==> src/rtl/addsub_sched_if.sv <==
// Client-facing bundle of the addsub_sched block: two request ports, the shared
// result/status, and a debug view of the scheduler state.
interface addsub_sched_if #(
  parameter int WIDTH = 8,
  parameter int CNT_W = 8
);
  // Handshake: requester i raises req[i] with op/a/b and holds them until it
  // sees done[i]. It then drops req[i] on the edge that ends the done cycle,
  // or keeps it high to issue a new request. Dropping req[i] before the grant
  // withdraws the request. result/ofFlag are valid while done is high.
  logic [1:0]       req;
  logic             op0;
  logic [WIDTH-1:0] a0;
  logic [WIDTH-1:0] b0;
  logic             op1;
  logic [WIDTH-1:0] a1;
  logic [WIDTH-1:0] b1;
  logic [1:0]       done;
  logic [WIDTH-1:0] result;
  logic             ofFlag;
  logic             busy;
  logic [CNT_W-1:0] ovf_cnt;
  logic             cnt_clr;
  logic [1:0]       dbg_state;

  modport master (
    output req, op0, a0, b0, op1, a1, b1, cnt_clr,
    input  done, result, ofFlag, busy, ovf_cnt, dbg_state
  );

  modport slave (
    input  req, op0, a0, b0, op1, a1, b1, cnt_clr,
    output done, result, ofFlag, busy, ovf_cnt, dbg_state
  );
endinterface

==> src/rtl/addsub_sched.sv <==
// Round-robin scheduler sharing one signed add/subtract datapath between two
// requesters, with a saturating overflow-event counter.
module addsub_sched #(
  parameter int WIDTH = 8,
  parameter int CNT_W = 8
) (
  input  logic           clk,
  input  logic           rst_n,
  addsub_sched_if.slave  bus
);

  typedef enum logic [1:0] {
    IDLE = 2'd0,
    EXEC = 2'd1,
    RESP = 2'd2
  } state_t;

  state_t           r_state;
  logic             r_ptr;
  logic             r_id;
  logic             r_op;
  logic [WIDTH-1:0] r_a;
  logic [WIDTH-1:0] r_b;
  logic [WIDTH-1:0] r_result;
  logic             r_of;
  logic [1:0]       r_done;
  logic [CNT_W-1:0] r_cnt;

  logic             w_win;
  logic [WIDTH-1:0] w_bx;
  logic [WIDTH-1:0] w_sum;
  logic             w_ovf;

  // Subtract is a + ~b + 1, so both opcodes share one adder; overflow is the
  // usual same-sign-in, different-sign-out test on the effective operands.
  always_comb begin
    w_win = (bus.req == 2'b11) ? r_ptr : bus.req[1];
    w_bx  = r_op ? ~r_b : r_b;
    w_sum = r_a + w_bx + {{(WIDTH-1){1'b0}}, r_op};
    w_ovf = (r_a[WIDTH-1] == w_bx[WIDTH-1]) && (w_sum[WIDTH-1] != r_a[WIDTH-1]);
  end

  always_ff @(posedge clk or negedge rst_n) begin
    if (!rst_n) begin
      r_state  <= IDLE;
      r_ptr    <= 1'b0;
      r_id     <= 1'b0;
      r_op     <= 1'b0;
      r_a      <= '0;
      r_b      <= '0;
      r_result <= '0;
      r_of     <= 1'b0;
      r_done   <= 2'b00;
      r_cnt    <= '0;
    end else begin
      r_done <= 2'b00;

      if (bus.cnt_clr)
        r_cnt <= '0;
      else if ((r_state == EXEC) && w_ovf && (r_cnt != {CNT_W{1'b1}}))
        r_cnt <= r_cnt + 1'b1;

      case (r_state)
        IDLE: begin
          if (bus.req != 2'b00) begin
            r_id    <= w_win;
            r_op    <= w_win ? bus.op1 : bus.op0;
            r_a     <= w_win ? bus.a1  : bus.a0;
            r_b     <= w_win ? bus.b1  : bus.b0;
            r_ptr   <= ~w_win;
            r_state <= EXEC;
          end
        end
        EXEC: begin
          r_result <= w_sum;
          r_of     <= w_ovf;
          r_done   <= r_id ? 2'b10 : 2'b01;
          r_state  <= RESP;
        end
        RESP:    r_state <= IDLE;
        default: r_state <= IDLE;
      endcase
    end
  end

  assign bus.done      = r_done;
  assign bus.result    = r_result;
  assign bus.ofFlag    = r_of;
  assign bus.busy      = (r_state != IDLE);
  assign bus.ovf_cnt   = r_cnt;
  assign bus.dbg_state = r_state;

endmodule
==> src/flat_wrapper.sv <==
// flat-port wrapper written by rule: the top's interface ports become plain ports
module addsub_sched_flat 
#(
  parameter int WIDTH = 8,
  parameter int CNT_W = 8
)
  (clk, rst_n, bus_req, bus_op0, bus_a0, bus_b0, bus_op1, bus_a1, bus_b1, bus_cnt_clr, bus_done, bus_result, bus_ofFlag, bus_busy, bus_ovf_cnt, bus_dbg_state);
  addsub_sched_if #(.WIDTH(WIDTH), .CNT_W(CNT_W)) bus_i ();
  input  logic clk;
  input  logic rst_n;
  input wire logic [$bits(bus_i.req)-1:0] bus_req;
  input wire logic [$bits(bus_i.op0)-1:0] bus_op0;
  input wire logic [$bits(bus_i.a0)-1:0] bus_a0;
  input wire logic [$bits(bus_i.b0)-1:0] bus_b0;
  input wire logic [$bits(bus_i.op1)-1:0] bus_op1;
  input wire logic [$bits(bus_i.a1)-1:0] bus_a1;
  input wire logic [$bits(bus_i.b1)-1:0] bus_b1;
  input wire logic [$bits(bus_i.cnt_clr)-1:0] bus_cnt_clr;
  output wire logic [$bits(bus_i.done)-1:0] bus_done;
  output wire logic [$bits(bus_i.result)-1:0] bus_result;
  output wire logic [$bits(bus_i.ofFlag)-1:0] bus_ofFlag;
  output wire logic [$bits(bus_i.busy)-1:0] bus_busy;
  output wire logic [$bits(bus_i.ovf_cnt)-1:0] bus_ovf_cnt;
  output wire logic [$bits(bus_i.dbg_state)-1:0] bus_dbg_state;
  assign bus_i.req = bus_req;
  assign bus_i.op0 = bus_op0;
  assign bus_i.a0 = bus_a0;
  assign bus_i.b0 = bus_b0;
  assign bus_i.op1 = bus_op1;
  assign bus_i.a1 = bus_a1;
  assign bus_i.b1 = bus_b1;
  assign bus_i.cnt_clr = bus_cnt_clr;
  assign bus_done = bus_i.done;
  assign bus_result = bus_i.result;
  assign bus_ofFlag = bus_i.ofFlag;
  assign bus_busy = bus_i.busy;
  assign bus_ovf_cnt = bus_i.ovf_cnt;
  assign bus_dbg_state = bus_i.dbg_state;
  addsub_sched #(.WIDTH(WIDTH), .CNT_W(CNT_W)) u_core (.clk(clk), .rst_n(rst_n), .bus(bus_i));
endmodule
==> config.mk <==
export PLATFORM = sky130hd
export DESIGN_NAME = addsub_sched_flat
export DESIGN_NICKNAME = d
export VERILOG_FILES = /design/src/rtl/addsub_sched_if.sv /design/src/rtl/addsub_sched.sv /design/src/flat_wrapper.sv
export SDC_FILE = /design/constraint.sdc
export NUM_CORES = 1
export LEC_CHECK = 0
export ABC_AREA = 1
export CAP_MARGIN = 20
export CORE_ASPECT_RATIO = 1.2
export CORE_MARGIN = 4
export CORE_UTILIZATION = 37
export CTS_BUF_LIST = sky130_fd_sc_hd__clkbuf_4 sky130_fd_sc_hd__clkbuf_8
export CTS_CLUSTER_SIZE = 25
export DETAILED_ROUTE_END_ITERATION = 6
export HOLD_SLACK_MARGIN = 0.12
export SLEW_MARGIN = 30
export SYNTH_ARGS = -nofsm -noshare
export SYNTH_HDL_FRONTEND = slang
export SYNTH_SLANG_ARGS = --single-unit
==> constraint.sdc <==
create_clock -name clk -period 2.2 [get_ports clk]
set_input_delay 0.44 -clock clk [delete_from_list [all_inputs] [get_ports clk]]
set_output_delay 0.44 -clock clk [all_outputs]
set_load 0.1 [all_outputs]
---- Word level (Yosys, flattened, before mapping) ----
Index checks and enable logic that the tools add are counted.
storage, ports and cells
  flip-flop bits (word level) ............. 40
  input port bits ......................... 39
  output and inout port bits .............. 22
  logic and storage cells ................. 40
operators by class
  add/sub/neg operators ................... 3
  eq/ne operators ......................... 6
  multiplexer cells ....................... 11
  bitwise logic cells ..................... 2
  reductions and logical operators ........ 8
operators with widths
  cell                                                                   count
  8-bit 2-to-1 mux                                                       5
  8-bit by 1-bit adder with 8-bit output                                 1
  8-bit by 1-bit adder with 8-bit output, second input constant          1
  8-bit adder                                                            1
  8-bit != test, second input constant                                   1
  8-bit inverter                                                         1
  2-bit 2-to-1 mux                                                       3
  2-bit nonzero test                                                     3
  2-bit one-hot mux with 2 select lines                                  1
  1-bit logical AND                                                      3
  2-bit by 1-bit equality test with 1-bit output, second input constant  1
  2-bit equality test, second input constant                             1
  2-bit zero test                                                        1
  1-bit 2-to-1 mux                                                       2
  2-bit by 1-bit != test with 1-bit output, second input constant        1
  2-bit AND reduction                                                    1
  1-bit equality test                                                    1
  1-bit != test                                                          1
  1-bit inverter                                                         1

---- Longest topological paths before layout ----
  depth after elaboration ................. 10
  gate-level depth with buffers ........... 15
  gate-level depth less buffers ........... 14

---- Worst setup path after synthesis ----
OpenSTA, ideal clock, no wires.
  path kind ............................... flip-flop to output port
  start point ............................. register u_core.r_state[1] (netlist: u_core.bus.dbg_state[1])
  end point ............................... output port bus_busy
  arrival time ............................ 1.841 ns
  required time ........................... 1.760 ns
  setup slack ............................. -0.081 ns
  cell stages (with the launch flop) ...... 3
  buffers on the path ..................... 0
  cells stage by stage .................... dfrtp_1 > nor2_1 > inv_1
on the way
  cells in the longest elaborated chain, start to end .. 1
ends and longest elaborated chain
  element                 RTL line            source
  from (decl)             addsub_sched.sv:18  state_t r_state;
  from (signal assigned)  addsub_sched.sv:45  r_state <= IDLE;
  from (signal assigned)  addsub_sched.sv:71  r_state <= EXEC;
  from (signal assigned)  addsub_sched.sv:78  r_state <= RESP;
  2-bit nonzero test      addsub_sched.sv:89  assign bus.busy = (r_state != IDLE);
  to (decl)               flat_wrapper.sv:22  output wire logic [$bits(bus_i.busy)-1:0] bus_busy;
No other way between the ends.

---- Worst setup path after layout ----
  start point ............................. register u_core.r_op
  end point ............................... register u_core.r_cnt[5] (netlist: u_core.bus.ovf_cnt[5])
on the way
  cells in the longest elaborated chain, start to end .. 8
  elaborated cells on any way between the ends .. 9
  those cells by class .................... add/sub: 2; eq/ne: 2; mux: 1; reduce/logical: 4
ends and longest elaborated chain
  element                                 RTL line            source
  from (decl)                             addsub_sched.sv:21  logic r_op;
  from (signal assigned)                  addsub_sched.sv:67  r_op <= w_win ? bus.op1 : bus.op0;
  8-bit 2-to-1 mux                        addsub_sched.sv:38  w_bx = r_op ? ~r_b : r_b;
  8-bit adder                             addsub_sched.sv:39  w_sum = r_a + w_bx + {{(WIDTH-1){1'b0}}, r_op};
  8-bit by 1-bit adder with 8-bit output  addsub_sched.sv:39
  1-bit != test                           addsub_sched.sv:40  w_ovf = (r_a[WIDTH-1] == w_bx[WIDTH-1]) && (w_sum[WIDTH-1] != r_a[WIDTH-1]);
  1-bit logical AND (*)                   addsub_sched.sv:40
  1-bit logical AND (*) (2 in series)     addsub_sched.sv:60  else if ((r_state == EXEC) && w_ovf && (r_cnt != {CNT_W{1'b1}}))
  2-bit nonzero test (no line) (*)        --
  to (signal assigned)                    addsub_sched.sv:61  r_cnt <= r_cnt + 1'b1;
  to (decl)                               addsub_sched.sv:27  logic [CNT_W-1:0] r_cnt;
Mark *: on every way between the ends. The rest lies on a longest branch, timed or not.
A chain may end at the register's enable or synchronous reset.

==> flow_summary.ini <==
[global_routing]
grt_usage_pct = 15.08
grt_max_degree = 41
grt_overflow = 0
grt_pass1_vias = 1975
antenna_found_initial = 0
grt_pass1_wl_um = 9059

[synth]
synth_top_family_by_area = simple AND/OR/NAND/NOR gates
ys_seq_area_share_pct = 42.90
yosysUniqueCellTypes = 36
yosysWarnings = 0
ys_ff_latch = 40
synthMuxAreaShare_pct = 0
avgSynthCellArea_um2 = 8.579
yosys.area_share.adder_pct = 5.147
ys.flop_type = dfrtp_1
synth_area_mm2 = 0.002333
synth_edf_count = 0
synthXorXnorAreaFrac_pct = 5.201
syn-num-nets = 320
synth_async_sr_flop_share_pct = 100.0
syn_inst = 272
synthSimpleGateAreaFrac_pct = 27.56
synth_compound_area_share_pct = 12.82

[route]
firstDrtPassIters = 4
antenna_left = 0
avgViaCountPerCell = 4.686
num_vias = 1973
initialDrtViolationCount = 68
wl_per_cell_um = 12.56
drcViolationCount = 0
drt-total-wl_um = 5288

[hold_path]
whs_path_depth = 1
hold_path_class = reg -> reg
hold-path-endpoint = u_core.bus.done[0]
worstHoldStart = u_core.r_id

[timing]
clock.fmax_mhz = 471.5
hold-worst-slack_ns = 0.4252
finalHoldViolCount = 0
final_max_slew_viol_count = 0
tightestPinTransition_ns = 0.5194
finalCriticalPeriod_ns = 2.121
clock_skew_ns = 0.006554
period_share_pct = 96.41
setup_violations = 0
relSlewSlack_pct = 65.34
rsz0062_at_grt = yes

[clock_tree]
cts_tree = yes
cts_buffers = 5
insertion_delay_ns = 0.29
clk_pin_slew_ns = 0.08
clockBufferDepth = 2
clock-sinks = 40
cts_htree_levels = 2
cts_root_buf = clkbuf_8

[floorplan]
core_area_mm2 = 0.006090
die_area_mm2 = 0.007647
rows = 31
die_x_um = 80.50
initial_core_util_pct = 38.32
fp.dieH_um = 95.00
io-pin-count = 61

[critical_path]
r2r_start = u_core.r_op
cp_common_cell = nand2_2
worst-path-stages = 10
rr_endpoint = u_core.bus.ovf_cnt[5]
critPathTopFamily = simple AND/OR/NAND/NOR gates
path_max_fanout = 8
crit_buf_inv = 0
worst-setup-path-type = reg -> reg
required_ns = 2.38
end_kind = register
crit_arrival_ns = 2.30
r2r_cells = 10
worst_path_max_delay_cell = dfrtp_2
r2r_slack_ns = 0.08
crit_chain = xor2_1 > ha_1 > a21oi_2 > nand2_4 > nand2_4 > nand2_2 > nand2_2 > nand4_4 > nand3_2 > nand2_2
max_stage_delay_ns = 0.51
start_kind = register

[flow_run]
cap_violations = 0

[placement]
gp_congestion = 0.7514
port_buffers = 60
numPlacedInstances = 410
dpl.hpwl_um = 4046

[finish]
drive_gt1_share_pct = 22.42
antennaDiodeCount = 0
syn_to_final_growth_pct = 36.35
final_cells = 421
fin_nets = 386
fillers = 611

[run_status]
status = completed
[sequential cells by signal, summed over array words and instances (netlist names)]
register              flops
u_core.bus.result         8
u_core.bus.ofFlag         1
u_core.bus.done           2
u_core.bus.dbg_state      2
u_core.r_b                8
u_core.r_id               1
u_core.r_a                8
u_core.r_op               1
u_core.bus.ovf_cnt        8
u_core.r_ptr              1
[how the worst max path moves through the flow]
stage	from	to	slack [ns]
2_1_floorplan	u_core.bus.ovf_cnt[0]	u_core.bus.ovf_cnt[6]	0.0004
3_3_place_gp	u_core.r_op	u_core.bus.ovf_cnt[6]	0.04
3_5_place_dp	u_core.r_op	u_core.bus.ovf_cnt[5]	-0.02
4_1_cts	u_core.r_op	u_core.bus.ovf_cnt[5]	0.05
5_1_grt	u_core.r_op	u_core.bus.ovf_cnt[5]	-0.05
6_report	u_core.r_op	u_core.bus.ovf_cnt[5]	0.08
[stage by stage]
stage	utilization, %	setup WS [ns]	instance area, um2	TNS [ns]
after floorplan	-	0.0003824	2336	0
after global placement	49.15	0.04450	2993	0
after detailed placement	49.15	-0.01627	2993	-0.02869
after CTS	51.16	0.05094	3115	0
after global routing	52.25	-0.04894	3182	-0.2561
final	52.25	0.07900	3182	0
[synth_stat cells (3+ instances only)]
master	number	area (um2)
xor2_1	10	87.58
ha_1	8	100.1
clkbuf_1	4	15.01
a21oi_1	5	25.02
nand2_4	4	45.04
o21ai_0	23	115.1
nand3_1	14	70.07
inv_2	5	18.77
nand2_1	55	206.5
nor2_1	27	101.4
o22ai_1	4	25.02
dfrtp_1	40	1001
inv_1	22	82.58
nand3_4	3	52.55
o21ai_1	13	65.06
nand4_1	8	50.05
buf_2	3	15.01
[worst register-to-register path: stages (launching register included)]
cell and delay, ns:
dfrtp_2 0.51, xor2_1 0.20, ha_1 0.37, a21oi_2 0.22, nand2_4 0.09, nand2_4 0.10
nand2_2 0.07, nand2_2 0.09, nand4_4 0.17, nand3_2 0.14, nand2_2 0.06
[cells in the final DEF (no fill, tap or decap), drive strengths merged]
cell,count
or2,1
a21o,2
xnor2,2
nand3,17
nor2,31
bufinv,1
ha,8
fa,1
dlygate4sd3,1
clkbuf,6
clkdlybuf4s50,37
dfrtp,40
o21ai,37
nor3,3
nand2,60
a21oi,7
o21bai,1
inv,28
buf,29
o22ai,4
xor2,11
a31oi,2
nand4,9
clkinv,1
[logic make-up after synthesis]
kind of cell	count (synthesis)
compound gates	53
xor+xnor	13
fa+ha+maj	9
buf+inv	36
flops	40
simple gates	121
[layer usage]
layer | GRT usage [%] | share of wire, %
met2 | 26.86 | 53
met5 | 0 | 0
met1 | 17.93 | 42
met4 | 4.225 | 1.1
met3 | 3.626 | 4.8
[repair_timing]
item | CTS | global route
gates resized for setup | 1 | 12
buffers inserted | 0 | 2
hold buffers | 1 | 0
endpoints found under the hold margin | 40 | 0
cloned | 0 | 0
pin swaps | 0 | 7
endpoints found under the setup margin | 8 | 8
[area by class of cell]
cell class	instances	area, um2	share of cell area (%)
Clock buffer	6	76.32	2.399
Clock inverter	2	35.03	1.101
Inverter	28	107.6	3.382
Multi-Input combinational cell	196	1235	38.81
Sequential cell	40	1005	31.58
Tap cell	82	102.6	3.225
Timing Repair Buffer	67	620.6	19.50
Power is not shown: default switching activity piles up to over one toggle a cycle in this logic, so the estimate is an artifact.
